--- src/rtl/uart_rx_os16_if.sv ---
// Received-byte bundle of uart_rx_os16: byte, completion strobe, error flags and busy.
// The master modport belongs to the receiver; the slave modport belongs to the byte consumer.
interface uart_rx_os16_if;
  logic [7:0] rx_data;
  logic       rx_done;
  logic       frame_err;
  logic       parity_err;
  logic       busy;

  modport master (output rx_data, rx_done, frame_err, parity_err, busy);
  modport slave  (input  rx_data, rx_done, frame_err, parity_err, busy);
endinterface

--- src/rtl/uart_rx_os16.sv ---
// 16x-oversampled UART receiver (8N1). It samples each bit at its midpoint and holds a low line in BREAK.
// Define UART_RX_PARITY_EN to receive 8E1 frames and drive a live parity_err.
module uart_rx_os16 #(
  parameter int OVERSAMPLE = 16
) (
  input  logic           clk,
  input  logic           rst,
  input  logic           baud_tick16,
  input  logic           rx,
  uart_rx_os16_if.master rx_out
);
  localparam logic [3:0] MID_TICK  = 4'(OVERSAMPLE / 2 - 1);
  localparam logic [3:0] LAST_TICK = 4'(OVERSAMPLE - 1);

  typedef enum logic [2:0] {
    S_IDLE,
    S_START,
    S_DATA,
    S_PARITY,
    S_STOP,
    S_BREAK
  } state_t;

  state_t     state_reg;
  logic [1:0] sync_reg;
  logic [3:0] tick_cnt_reg;
  logic [2:0] bit_cnt_reg;
  logic [7:0] shift_reg;
  logic [7:0] data_reg;
  logic       done_reg;
  logic       frame_err_reg;
  logic       busy_reg;
`ifdef UART_RX_PARITY_EN
  logic       par_bad_reg;
  logic       parity_err_reg;
`endif
  logic       rx_s;

  // Both stages reset to 1 so that reset release never looks like a start edge.
  always_ff @(posedge clk or negedge rst) begin
    if (!rst) begin
      sync_reg <= 2'b11;
    end else begin
      sync_reg <= {sync_reg[0], rx};
    end
  end

  assign rx_s = sync_reg[1];

  always_ff @(posedge clk or negedge rst) begin
    if (!rst) begin
      state_reg      <= S_IDLE;
      tick_cnt_reg   <= 4'd0;
      bit_cnt_reg    <= 3'd0;
      shift_reg      <= 8'h00;
      data_reg       <= 8'h00;
      done_reg       <= 1'b0;
      frame_err_reg  <= 1'b0;
      busy_reg       <= 1'b0;
`ifdef UART_RX_PARITY_EN
      par_bad_reg    <= 1'b0;
      parity_err_reg <= 1'b0;
`endif
    end else begin
      done_reg <= 1'b0;
      if (baud_tick16) begin
        case (state_reg)
          S_IDLE: begin
            if (!rx_s) begin
              state_reg    <= S_START;
              tick_cnt_reg <= 4'd0;
              busy_reg     <= 1'b1;
            end
          end
          S_START: begin
            if (tick_cnt_reg != MID_TICK) begin
              tick_cnt_reg <= tick_cnt_reg + 4'd1;
            end else if (!rx_s) begin
              tick_cnt_reg <= 4'd0;
              bit_cnt_reg  <= 3'd0;
              state_reg    <= S_DATA;
            end else begin
              // Glitch shorter than half a bit: drop it without touching outputs.
              state_reg <= S_IDLE;
              busy_reg  <= 1'b0;
            end
          end
          S_DATA: begin
            if (tick_cnt_reg != LAST_TICK) begin
              tick_cnt_reg <= tick_cnt_reg + 4'd1;
            end else begin
              tick_cnt_reg <= 4'd0;
              shift_reg    <= {rx_s, shift_reg[7:1]};
              bit_cnt_reg  <= bit_cnt_reg + 3'd1;
              if (bit_cnt_reg == 3'd7) begin
`ifdef UART_RX_PARITY_EN
                state_reg <= S_PARITY;
`else
                state_reg <= S_STOP;
`endif
              end
            end
          end
`ifdef UART_RX_PARITY_EN
          S_PARITY: begin
            if (tick_cnt_reg != LAST_TICK) begin
              tick_cnt_reg <= tick_cnt_reg + 4'd1;
            end else begin
              tick_cnt_reg <= 4'd0;
              par_bad_reg  <= rx_s ^ (^shift_reg);
              state_reg    <= S_STOP;
            end
          end
`endif
          S_STOP: begin
            if (tick_cnt_reg != LAST_TICK) begin
              tick_cnt_reg <= tick_cnt_reg + 4'd1;
            end else begin
              tick_cnt_reg   <= 4'd0;
              data_reg       <= shift_reg;
              frame_err_reg  <= ~rx_s;
              done_reg       <= 1'b1;
`ifdef UART_RX_PARITY_EN
              parity_err_reg <= par_bad_reg;
`endif
              // Leaving at mid-stop leaves half a bit to catch a back-to-back start edge.
              if (rx_s) begin
                state_reg <= S_IDLE;
                busy_reg  <= 1'b0;
              end else begin
                state_reg <= S_BREAK;
              end
            end
          end
          S_BREAK: begin
            if (rx_s) begin
              state_reg <= S_IDLE;
              busy_reg  <= 1'b0;
            end
          end
          default: begin
            state_reg <= S_IDLE;
            busy_reg  <= 1'b0;
          end
        endcase
      end
    end
  end

  assign rx_out.rx_data    = data_reg;
  assign rx_out.rx_done    = done_reg;
  assign rx_out.frame_err  = frame_err_reg;
  assign rx_out.busy       = busy_reg;
`ifdef UART_RX_PARITY_EN
  assign rx_out.parity_err = parity_err_reg;
`else
  assign rx_out.parity_err = 1'b0;
`endif

endmodule

--- src/flat_wrapper.sv ---
// flat-port wrapper written by rule: the top's interface ports become plain ports
module uart_rx_os16_flat 
#(
  parameter int OVERSAMPLE = 16
)
  (clk, rst, baud_tick16, rx, rx_out_rx_data, rx_out_rx_done, rx_out_frame_err, rx_out_parity_err, rx_out_busy);
  uart_rx_os16_if rx_out_i ();
  input  logic clk;
  input  logic rst;
  input  logic baud_tick16;
  input  logic rx;
  output wire logic [$bits(rx_out_i.rx_data)-1:0] rx_out_rx_data;
  output wire logic [$bits(rx_out_i.rx_done)-1:0] rx_out_rx_done;
  output wire logic [$bits(rx_out_i.frame_err)-1:0] rx_out_frame_err;
  output wire logic [$bits(rx_out_i.parity_err)-1:0] rx_out_parity_err;
  output wire logic [$bits(rx_out_i.busy)-1:0] rx_out_busy;
  assign rx_out_rx_data = rx_out_i.rx_data;
  assign rx_out_rx_done = rx_out_i.rx_done;
  assign rx_out_frame_err = rx_out_i.frame_err;
  assign rx_out_parity_err = rx_out_i.parity_err;
  assign rx_out_busy = rx_out_i.busy;
  uart_rx_os16 #(.OVERSAMPLE(OVERSAMPLE)) u_core (.clk(clk), .rst(rst), .baud_tick16(baud_tick16), .rx(rx), .rx_out(rx_out_i));
endmodule
--- config.mk ---
export PLATFORM = sky130hd
export DESIGN_NAME = uart_rx_os16_flat
export DESIGN_NICKNAME = d
export VERILOG_FILES = /design/src/rtl/uart_rx_os16_if.sv /design/src/rtl/uart_rx_os16.sv /design/src/flat_wrapper.sv
export SDC_FILE = /design/constraint.sdc
export NUM_CORES = 1
export LEC_CHECK = 0
export CAP_MARGIN = 40
export CORE_UTILIZATION = 49
export CTS_CLUSTER_DIAMETER = 40
export DETAILED_ROUTE_END_ITERATION = 10
export GPL_ROUTABILITY_DRIVEN = 0
export PLACE_DENSITY_LB_ADDON = 0.15
export SYNTH_ARGS = -nofsm -noshare
export SYNTH_HDL_FRONTEND = slang
export SYNTH_SLANG_ARGS = --single-unit
--- constraint.sdc ---
create_clock -name clk -period 1.7 [get_ports clk]
set_input_delay 0.255 -clock clk [delete_from_list [all_inputs] [get_ports clk]]
set_output_delay 0.255 -clock clk [all_outputs]
set_load 0.02 [all_outputs]
==> results, run 1 <==
- CTS placed an instance of sky130_fd_sc_hd__clkbuf_4 at the clock tree root.
- After layout, the worst setup slack is -8.44 ps.
- The total wirelength of the detailed-routed design is 3270 um.
- The endpoint of the lowest-slack register-to-register path is u_core.state_reg[1].
- The nature of the critical path endpoint is a flop.
- The worst-path cell with the longest stage delay is sky130_fd_sc_hd__dfrtp_2.
- Setup violations remaining at the end of the flow were counted as 2.
- After detailed placement, the design holds a cell count of 188.
- Detailed placement ended at an HPWL of 2200 um.
- The number of top-level pins is 16.
- The share of the synthesized area in the top cell type is 48.8%.
- The clock latency at the later pin of the worst-skew pair is 320 ps.
- The final-layout worst hold slack is 314 ps.
- The share of the clock period used by the worst path after layout is 100%.
- The mapped netlist covers 1490 sq um.
- The synthesized netlist cell count is 127.
- The delay of the slowest cell on the worst path is 440 ps.
- The final critical-path required period is 1710 ps.
- The TritonCTS clock tree is built.
- Setup slack on the worst reg-to-reg path comes out at -8 ps.
- The most frequent cell after synthesis is sky130_fd_sc_hd__dfrtp_1.
- The post-detailed-route via-to-cell ratio is 5.65.
- The die height is 57.1 um.
- The H-tree was split into 2 levels.
- At the placement stage, the worst setup path has a slack of -29.6 ps.
- Yosys printed 0 warnings.
- The number of flip-flops and latches in the synthesized netlist is 31.
- STA classifies the critical path startpoint as a flop.
- The number of remaining DRC errors is 2.
- Entering global routing, the biggest net connects 32 pins.
- The number of buffers created by CTS is 5.
- The biggest area contributor in the post-synthesis netlist is sky130_fd_sc_hd__dfrtp_1.
- The fraction of layout instances using a drive strength above 1 is 44.4%.
- The proportion of synthesized flip-flops having asynchronous set or reset is 100%.
- The fill cell instance count of the final layout is 204.
- The initial utilization of the core area, before any placement, comes to 53.0%.
- The first-pass GRT wire length is 5060 um.
- The mean cell area of the mapped netlist is 11.7 sq um.
- At the worst endpoint, the arrival time is 1930 ps.
- The detailed-route wire length per cell is 16.4 um.
- After the first detailed-routing iteration, the DRC count stood at 78.
- The most used flip-flop cell after synthesis is sky130_fd_sc_hd__dfrtp_1.
- The number of cell instances on the worst register-to-register path is 4.
- The number of global-route vias before repair came to 1180.
- The number of max-slew violations in the final report came to 0.
- The static power due to leakage is 0.946 nW.
- The number of hold buffers added after CTS is 0.
- The initial antenna violation count is 0.
- The vias after detailed routing is 1130.
- The checks that failed: design-rule violations, negative setup slack.
- The number of core rows is 19.
- For the worst setup path, the data required time is 1920 ps.
- Setup repair after global routing could not meet its margin everywhere.
- The net total in the final layout is 175.
- The count of input and output buffers is 14.
- After clock tree synthesis, the clock-pin slew on the worst setup and hold paths is 100 ps.
- The reg-to-reg critical path startpoint is u_core.state_reg[1].
- The number of enable flip-flop cells after synthesis is 0.
- The number of failing hold endpoints at the final stage was 0.
- The setup skew after layout is 12.4 ps.
- The utilization after layout is 72.3%.
- The number of non-filler instances in the completed layout is 200.
- Relative to the synthesized area, the layout overhead comes to 36.4%.
- The classification of the worst setup path is flop to flop.
- The maximum fanout along the worst path is 4.
- The number of nets in the synthesized netlist is 134.
- Across the run, the number of max-cap violations was 0.
- IR analysis of the VDD net gives a maximum drop of 936 uV.
- The maximum number of buffers from clock root to sink is 2.
- The total area inside the core boundary comes to 2810 sq um.
- Walking the worst path, the cells encountered are or3b_4 > and2_4 > o221ai_2 > mux2_4.
- The area enclosed by the die boundary is 3260 sq um.
- The antenna violation net count after detailed routing is 0.
- The flow ran to the end, but the final reports show violations.
- The count of clock tree sinks is 31.
- Global routing finished with a remaining overflow of 0.
- The global-route total usage across every layer is 20.9%.
- The number of iterations in the first detailed-routing pass is 10.
- In the post-synthesis netlist, the biggest area contributors are sky130_fd_sc_hd__dfrtp_1 49%, sky130_fd_sc_hd__mux2_2 14%, sky130_fd_sc_hd__dfstp_2 3.5%, sky130_fd_sc_hd__o21ai_0 2.7%, sky130_fd_sc_hd__ha_1 2.5%.
- After synthesis, flip-flops and latches occupy 52.4% of the total area.
- The repair_antennas step left the layout with diodes totalling 0.
- For this design the ratio of total power to cell area is 1350 nW/um^2.
- The design draws 2.75 mW.
- The die is 57.1 um wide.
- The count of different cell masters after synthesis is 43.
- The worst hold path belongs to the class primary input to asynchronous set/reset pin.
- After synthesis, the most frequently instantiated cells are 29 x sky130_fd_sc_hd__dfrtp_1, 19 x sky130_fd_sc_hd__mux2_2, 8 x sky130_fd_sc_hd__o21ai_0.
- Static timing analysis puts the maximum clock frequency at 585 MHz.
[cells by family (layout without fill, tap and decap cells)]
logic type	after synthesis	count (layout)	synth area share (%)
XOR/XNOR	1	1	0.589
AND/OR/NAND/NOR	32	32	11.8
other	1	1	0.252
multiplexers	20	20	15.1
adder cells (fa/ha/maj)	4	4	3.20
flip-flops	31	31	52.4
buffers and inverters	10	52	3.11
AO/OA/AOI/OAI	28	28	13.6
[critical path, delay by kind of cell, from the launching register on]
kind	cells	cell delay, ps
mux	1	320
flops	1	440
compound gates	1	260
simple gates	2	570
[layer usage]
metal	track usage, %	wire length, um	up-vias
met5	0	0	-
met1	24.5	1420	552
li1	-	-	549
met2	35.0	1710	24
met3	4.08	89	5
met4	13.6	56	0
[cell usage in the layout (no fill, tap or decap), types with 3 or more instances in the layout]
cell type	netlist	final
sky130_fd_sc_hd__o21ai_0	8	7
sky130_fd_sc_hd__clkdlybuf4s50_1	0	14
sky130_fd_sc_hd__nor2_1	5	5
sky130_fd_sc_hd__mux2_2	19	17
sky130_fd_sc_hd__nand3_1	5	3
sky130_fd_sc_hd__dfrtp_1	29	27
sky130_fd_sc_hd__nand2_1	6	6
sky130_fd_sc_hd__buf_4	1	26
sky130_fd_sc_hd__clkbuf_4	0	5
[power by group]
group / switching (mW) / internal (mW) / total, mW
Clock: 0.239 / 0.347 / 0.586
Combinational: 0.565 / 0.631 / 1.20
Sequential: 0.117 / 0.849 / 0.966
[what timing repair did]
action                                  in CTS  in global routing
endpoints found under the setup margin      10                 25
resized for setup                            3                 20
setup buffers                                0                  4
pin swaps                                    0                  4
[metrics by stage]
stage | setup TNS, ps | instance area (sq um)
global placement | -218 | 1810
CTS | -56.2 | 1900
detailed placement | -268 | 1810
floorplan | 0 | 1490
global route | -970 | 2030
finish | -15.2 | 2030
[worst max-delay path by stage]
| stage | from | endpoint | slack [ps] | depth (start not counted) |
|---|---|---|---|---|
| floorplan | u_core.tick_cnt_reg[0] | u_core.shift_reg[1] | 9 | 5 |
| detailed placement | u_core.tick_cnt_reg[0] | u_core.state_reg[0] | -30 | 5 |
| CTS | u_core.tick_cnt_reg[0] | u_core.state_reg[0] | -30 | 5 |
| global placement | baud_tick16 | u_core.shift_reg[6] | -30 | 5 |
| global route | u_core.state_reg[1] | u_core.state_reg[1] | -80 | 4 |
| finish | u_core.state_reg[1] | u_core.state_reg[1] | -8 | 4 |
[final cells by class]
type | instances | area, sq um | share of cell area, %
Sequential cell | 31 | 781 | 38.5
Clock buffer | 6 | 51.3 | 2.53
Tap cell | 31 | 38.8 | 1.91
Inverter | 3 | 13.8 | 0.679
Clock inverter | 2 | 35.0 | 1.73
Multi-Input combinational cell | 86 | 762 | 37.6
Timing Repair Buffer | 41 | 347 | 17.1
Note: power is estimated with default switching activity, not from simulation.
==> run 2, diff against run 1 <==
- MAX_ROUTING_LAYER: unset -> met4
==> results, run 2 (synthesized netlist as in run 1, its figures left out) <==
- The number of failing hold endpoints at the final stage is 0.
- The first-pass GRT wire length is 5040 um.
- In this run the cell area measured after placement is 1810 sq um.
- Dividing total power by cell area gives a power density of 1350 nW/um^2.
- The synthesis-to-finish area growth is 36.4%.
- The nature of the critical path endpoint is a flop.
- Counting both buffers and inverters, the worst setup path holds a total of 0.
- TritonCTS created 5 clock buffers.
- The number of cell instances on the worst register-to-register path is 4.
- The post-detailed-route via-to-cell ratio is 5.68.
- The number of max-slew violations in the final report came to 0.
- The worst-path cell with the longest stage delay is sky130_fd_sc_hd__dfrtp_2.
- Across the run, the number of max-cap violations was 0.
- Leaving out fill and tap cells, the most frequent cell in the layout is sky130_fd_sc_hd__dfrtp_1.
- Setup repair after global routing could not meet its margin everywhere.
- The net total in the final layout is 175.
- The overall die width is 57.1 um.
- The maximum number of pins on one net before global-route repair is 32.
- The final reports fail on design-rule violations, negative setup slack.
- The number of hold buffers added after CTS is 0.
- The detailed router finished its first iteration with 75 violations.
- The count of clock tree sinks is 31.
- The worst setup path is launched from a flop.
- The detailed-route wire length per cell is 16.3 um.
- The vias after detailed routing is 1136.
- The die height is 57.1 um.
- The antenna violation net count after detailed routing is 0.
- The highest ir drop seen on vdd is 936 uV.
- The share of the clock period used by the worst path after layout is 101%.
- The core box area is 2810 sq um.
- The number of global-route vias before repair is 1182.
- Clock latency on the worst-skew pair, taken at its later pin, is 320 ps.
- Broken down by cell family, the worst path's largest delay share belongs to simple AND/OR/NAND/NOR gates.
- The initial antenna violation count is 0.
- The starting density of the core is 53.0%.
- The CTS root buffer is sky130_fd_sc_hd__clkbuf_4.
- The critical path in this run is classified as flop to flop.
- The wire-length estimate of the detail-placed layout is 2200 um.
- The delay of the slowest cell on the worst path is 440 ps.
- The area enclosed by the die boundary is 3260 sq um.
- On the final layout, the worst clock skew is 12.6 ps.
- Setup violations remaining at the end of the flow were counted as 2.
- The final cell area excluding filler cells is 2030 sq um.
- The share of total power dissipated in the clock network is 21.3%.
- In this run the number of cells on the critical path is 4.
- The utilization after layout is 72.3%.
- The number of top-level pins is 16.
- The class of the most critical hold timing path is primary input to asynchronous set/reset pin.
- Cell internal power was estimated by the tool at 1.83 mW.
- Of the total power, the share spent switching nets is 33.5%.
- The total area of sequential cells is 781 sq um.
- In this run the power spent charging and discharging nets is 0.919 mW.
- The global-route total usage across every layer is 21.5%.
- The critical path goes through or3b_4 > and2_4 > o221ai_2 > mux2_4.
- In the routed design, unresolved DRC markers number 3.
- The maximum number of buffers from clock root to sink is 2.
- The final critical-path required period is 1710 ps.
- The fill cell instance count of the final layout is 204.
- Based on the critical path, the design can be clocked at up to 585 MHz.
- The flow ran to the end, but the final reports show violations.
- Input and output buffers added on the ports amount to 14.
- The final layout contains routed wiring with a total length of 3260 um.
- The share of total power in combinational logic is 43.5%.
- The total area of multi-input combinational cells is 762 sq um.
- The floorplan has 19 rows.
- The final worst-path setup slack is -8.62 ps.
- The fraction of layout instances using a drive strength above 1 is 44.4%.
- The critical path data required time is 1920 ps.
- The worst setup timing slack at the placement stage is -29.6 ps.
- Of all nets on the critical path, the largest fanout is 4.
- The clock-pin transition on the worst setup and hold timing paths is 100 ps.
- The static power due to leakage is 0.946 nW.
- In the layout the commonest cells are 27 x sky130_fd_sc_hd__dfrtp_1, 26 x sky130_fd_sc_hd__buf_4, 17 x sky130_fd_sc_hd__mux2_2.
- The design draws 2.75 mW.
- The H-tree generated during clock tree synthesis spans 2 levels.
- The TritonCTS clock tree is built.
- The final-layout worst hold slack is 315 ps.
- The count of inserted antenna diode cells is 0.
- The sequential power share is 35.2%.
- The leftover overflow at the end of global routing is 0.
- The number of iterations in the first detailed-routing pass is 7.
- Data arrives at the worst endpoint at 1930 ps.
==> run 2: cell counts in the layout (fill, tap and decap cells not counted) <==
No cell type changed its count.
==> run 2: worst paths after layout <==
check                               startpoint  slack [ps]             endpoint
min                                        rst         320  u_core.state_reg[0]
min in group clk                            rx         340   u_core.sync_reg[0]
min reg2reg                 u_core.sync_reg[0]         340   u_core.sync_reg[1]
max                        u_core.state_reg[1]          -9  u_core.state_reg[1]
max reg2reg                u_core.state_reg[1]          -9  u_core.state_reg[1]
max in group asynchronous                  rst        1050   u_core.sync_reg[0]
==> run 2: metrics by stage <==
| step | TNS, ps | std cells |
|---|---|---|
| floorplan | 0 | 127 |
| global route | -967 | 200 |
| finish | -15.5 | 200 |
| CTS | -56.2 | 196 |
| detailed placement | -268 | 188 |
| global placement | -218 | 188 |
==> run 2: power by group through the flow <==
stage / logic [mW] / clock network (mW) / registers, mW
final: 1.20 / 0.586 / 0.965
after global routing: 1.30 / 0.624 / 0.982
after CTS: 0.957 / 0.605 / 0.949
after detailed placement: 0.953 / 0 / 0.959
after global placement: 0.921 / 0 / 0.951
after floorplan: 0.579 / 0 / 0.958
==> run 2: layout make-up <==
class                      instances  share of cell area, %
sequential                        31                   38.5
multi-input combinational         86                   37.6
timing repair buffer              41                   17.1
clock buffer                       6                   2.53
tap                               31                   1.91
clock inverter                     2                   1.73
inverter                           3                  0.679
==> run 2: worst reg2reg max path, delay by kind of cell, from the launching register on <==
kind,cells,cell delay (ps)
AND/OR/NAND/NOR,2,570
flip-flops,1,440
AO/OA/AOI/OAI,1,270
multiplexers,1,330
==> run 2: layer usage <==
layer / global-route usage (%) / vias to the layer above / routed length (um)
met5: - / - / 0
met2: 35.0 / 24 / 1700
met3: 3.85 / 5 / 92
li1: - / 549 / -
met4: 13.6 / 0 / 56
met1: 24.5 / 558 / 1410
==> run 2: repair_timing <==
action | CTS | global route
gates resized for setup | 3 | 20
setup endpoints to repair | 10 | 25
setup buffers | 0 | 4
pin swaps | 0 | 4
==> run 3, diff against run 2 <==
- CELL_PAD_IN_SITES_DETAIL_PLACEMENT: unset -> 1
- CELL_PAD_IN_SITES_GLOBAL_PLACEMENT: unset -> 1
- CORE_UTILIZATION: 49 -> 40
- SETUP_SLACK_MARGIN: unset -> 0.2
==> results, run 3 (synthesized netlist as in run 1, its figures left out) <==
- The run finished, with violations left.
- The checks that failed: negative setup slack.
- The overall power of the completed layout is 3.11 mW.
- The vias after detailed routing is 1220.
- The detailed-route wire length per cell is 20.7 um.
- The final cell area excluding filler cells is 2250 sq um.
- The final critical-path required period is 1740 ps.
- The share of total power dissipated in the clock network is 24.1%.
- The critical path data required time is 1870 ps.
- After layout, the worst setup slack is -37.0 ps.
- Pin placement for this block handled 16 I/O pins.
- The floorplan has 21 rows.
- The number of clock buffers added by TritonCTS is 5.
- The count of input and output buffers is 14.
- The count of inserted antenna diode cells is 0.
- The number of non-filler instances in the completed layout is 217.
- In this run, post-CTS hold repair placed 0 buffers.
- The routed design uses 2320 um of met2 wire.
- The class of the most critical hold timing path is primary input to asynchronous set/reset pin.
- The cell-internal power is 2.01 mW.
- Measured along the y axis, the die boundary spans 63.0 um.
- The detailed-placement wirelength estimate is 2650 um.
- The net count of the finished layout is 177.
- The antenna violation net count after detailed routing is 0.
- The number of placed instances with taps included is 202.
- The total area inside the core boundary comes to 3440 sq um.
- The worst register-to-register path has a setup slack of -40 ps.
- The CTS root buffer is sky130_fd_sc_hd__clkbuf_8.
- The classification of the worst setup path is flop to flop.
- No sink is reached through more buffers than the 2 on the longest clock path.
- The number of cell instances on the worst register-to-register path is 5.
- In this run the cell area measured after placement is 1920 sq um.
- The maximum number of pins on one net before global-route repair is 32.
- Among all stages on the critical path, the largest delay is contributed by sky130_fd_sc_hd__dfrtp_1.
- The starting density of the core is 43.2%.
- After the first detailed-routing iteration, the DRC count stood at 33.
- Clock-pin slew was measured on the worst setup and hold paths at 70 ps.
- Together, buffers and inverters on the worst path number 1.
- In this run the worst path has a maximum fanout of 6.
- The total number of H-tree levels is 2.
- The first global-routing pass estimated 7330 um of wire.
- The library cell used most frequently in the layout, excluding fill and tap cells, is sky130_fd_sc_hd__dfrtp_1.
- In this design, the stage delay of the slowest critical-path cell is 460 ps.
- Setup repair after global routing could not meet its margin everywhere.
- STA classifies the critical path startpoint as a flop.
- The total net switching power is 1.10 mW.
- The number of maximum-capacitance violations is 0.
- The count of clock tree sinks is 31.
- The worst register-to-register path ends at u_core.state_reg[0].
- The leftover overflow at the end of global routing is 0.
- The detailed route wirelength on metal3 is 103 um.
- After detailed routing, no signal wire sits above met4.
- Across the routed clock network, the largest skew measured is 10.3 ps.
- Leaving out fill and tap cells, the most frequent cells in the layout are 29 x sky130_fd_sc_hd__dfrtp_1, 21 x sky130_fd_sc_hd__buf_4, 11 x sky130_fd_sc_hd__mux2_4.
- The net switching fraction of the power is 35.4%.
- Static timing analysis puts the maximum clock frequency at 576 MHz.
- The nature of the critical path endpoint is a flop.
- Broken down by cell family, the worst path's largest delay share belongs to flip-flops.
- The clock latency at the later pin of the worst-skew pair is 280 ps.
- The post-detailed-route via-to-cell ratio is 5.62.
- Fill cells in the final layout number 337.
- The reg-to-reg critical path startpoint is u_core.state_reg[1].
- At the worst endpoint, the arrival time is 1910 ps.
- For this run, design rule violations remaining after detail routing come to 0.
- For this run, the total global-route usage over all layers was measured as 26.1%.
- In the finished design, the share of the clock period the worst path needs comes to 102%.
- The total wirelength of the detailed-routed design is 4500 um.
- The first detailed-routing pass took 4 iterations.
- The initial antenna violation count was 0.
- The die covers 3960 sq um.
- The highest ir drop seen on vdd is 960 uV.
- The number of global-route vias before repair is 1350.
- The number of max-slew violations in the final report is 0.
- The number of failing hold endpoints at the final stage is 0.
- The fraction of layout instances using a drive strength above 1 is 47.4%.
- The synthesis-to-finish area growth is 51.7%.
- In this run, flip-flops and latches consume 31.7% of the power.
- The share of total power in combinational logic is 44.2%.
- In this run the power density over the cells is 1380 nW/um^2.
- The setup-violating endpoint count in the final report is 7.
- Summed over all cells, the static leakage comes to 1.16 nW.
- The TritonCTS clock tree is built.
- Traced cell by cell, the critical path runs through buf_4 > nor4b_2 > a211oi_2 > o221ai_4 > mux2_4.
- The worst setup timing slack at the placement stage is -50.0 ps.
- The die is 63.0 um wide.
- The detailed-route wire length on metal 1 is 2000 um.
-- run 3: cell type report --
class / instances / area [sq um] / share of cell area, %
timing repair buffer: 42 / 403 / 17.9
clock inverter: 2 / 35.0 / 1.55
inverter: 3 / 13.8 / 0.610
sequential: 31 / 778 / 34.5
multi-input combinational: 86 / 877 / 38.9
timing repair inverter: 1 / 7.51 / 0.333
clock buffer: 6 / 82.6 / 3.66
tap: 46 / 57.6 / 2.55
-- run 3: worst reg2reg max path: stages, from the launching register on --
cell and delay (ps):
sky130_fd_sc_hd__dfrtp_1 460, sky130_fd_sc_hd__buf_4 200, sky130_fd_sc_hd__nor4b_2 410, sky130_fd_sc_hd__a211oi_2 130, sky130_fd_sc_hd__o221ai_4 110, sky130_fd_sc_hd__mux2_4 320
-- run 3: stage by stage --
step / hold WS, ps / setup TNS, ps / utilization (%)
6_report: 356 / -121 / 65.5
3_5_place_dp: 360 / -202 / 55.7
3_3_place_gp: 359 / 0 / 55.7
5_1_grt: 371 / -608 / 65.5
4_1_cts: 365 / 0 / 64.0
2_1_floorplan: -40.6 / 0 / -
-- run 3: repair_timing --
| action | 4_1_cts | 5_1_grt |
|---|---|---|
| endpoints found under the setup margin | 29 | 35 |
| buffers inserted | 4 | 1 |
| pin swaps | 8 | 1 |
| endpoints found under the hold margin | 0 | 0 |
| cloned | 2 | 0 |
| gates resized for setup | 29 | 16 |
-- run 3: how the worst max path moves through the flow --
stage                                     end  slack (ps)                    from  cells past startpoint
after floorplan           u_core.state_reg[0]          30      u_core.sync_reg[1]                      5
after global placement    u_core.shift_reg[1]          10             baud_tick16                      5
after detailed placement  u_core.shift_reg[1]         -50  u_core.tick_cnt_reg[1]                      6
after CTS                 u_core.shift_reg[5]          30  u_core.tick_cnt_reg[0]                      6
after global routing      u_core.shift_reg[6]         -70  u_core.tick_cnt_reg[0]                      6
final                     u_core.state_reg[0]         -40     u_core.state_reg[1]                      5
-- run 3: metal layers --
layer | track usage (%) | vias to the layer above
met4 | 10.8 | 0
met5 | - | -
met2 | 41.9 | 22
met1 | 31.8 | 641
li1 | - | 549
met3 | 5.11 | 8
-- run 3: power groups by stage --
stage	logic, mW	clock network [mW]	registers [mW]
6_report	1.38	0.749	0.987
2_1_floorplan	0.706	0	0.985
3_5_place_dp	1.07	0	0.984
3_3_place_gp	1.04	0	0.974
5_1_grt	1.48	0.794	0.997
4_1_cts	1.30	0.759	0.972
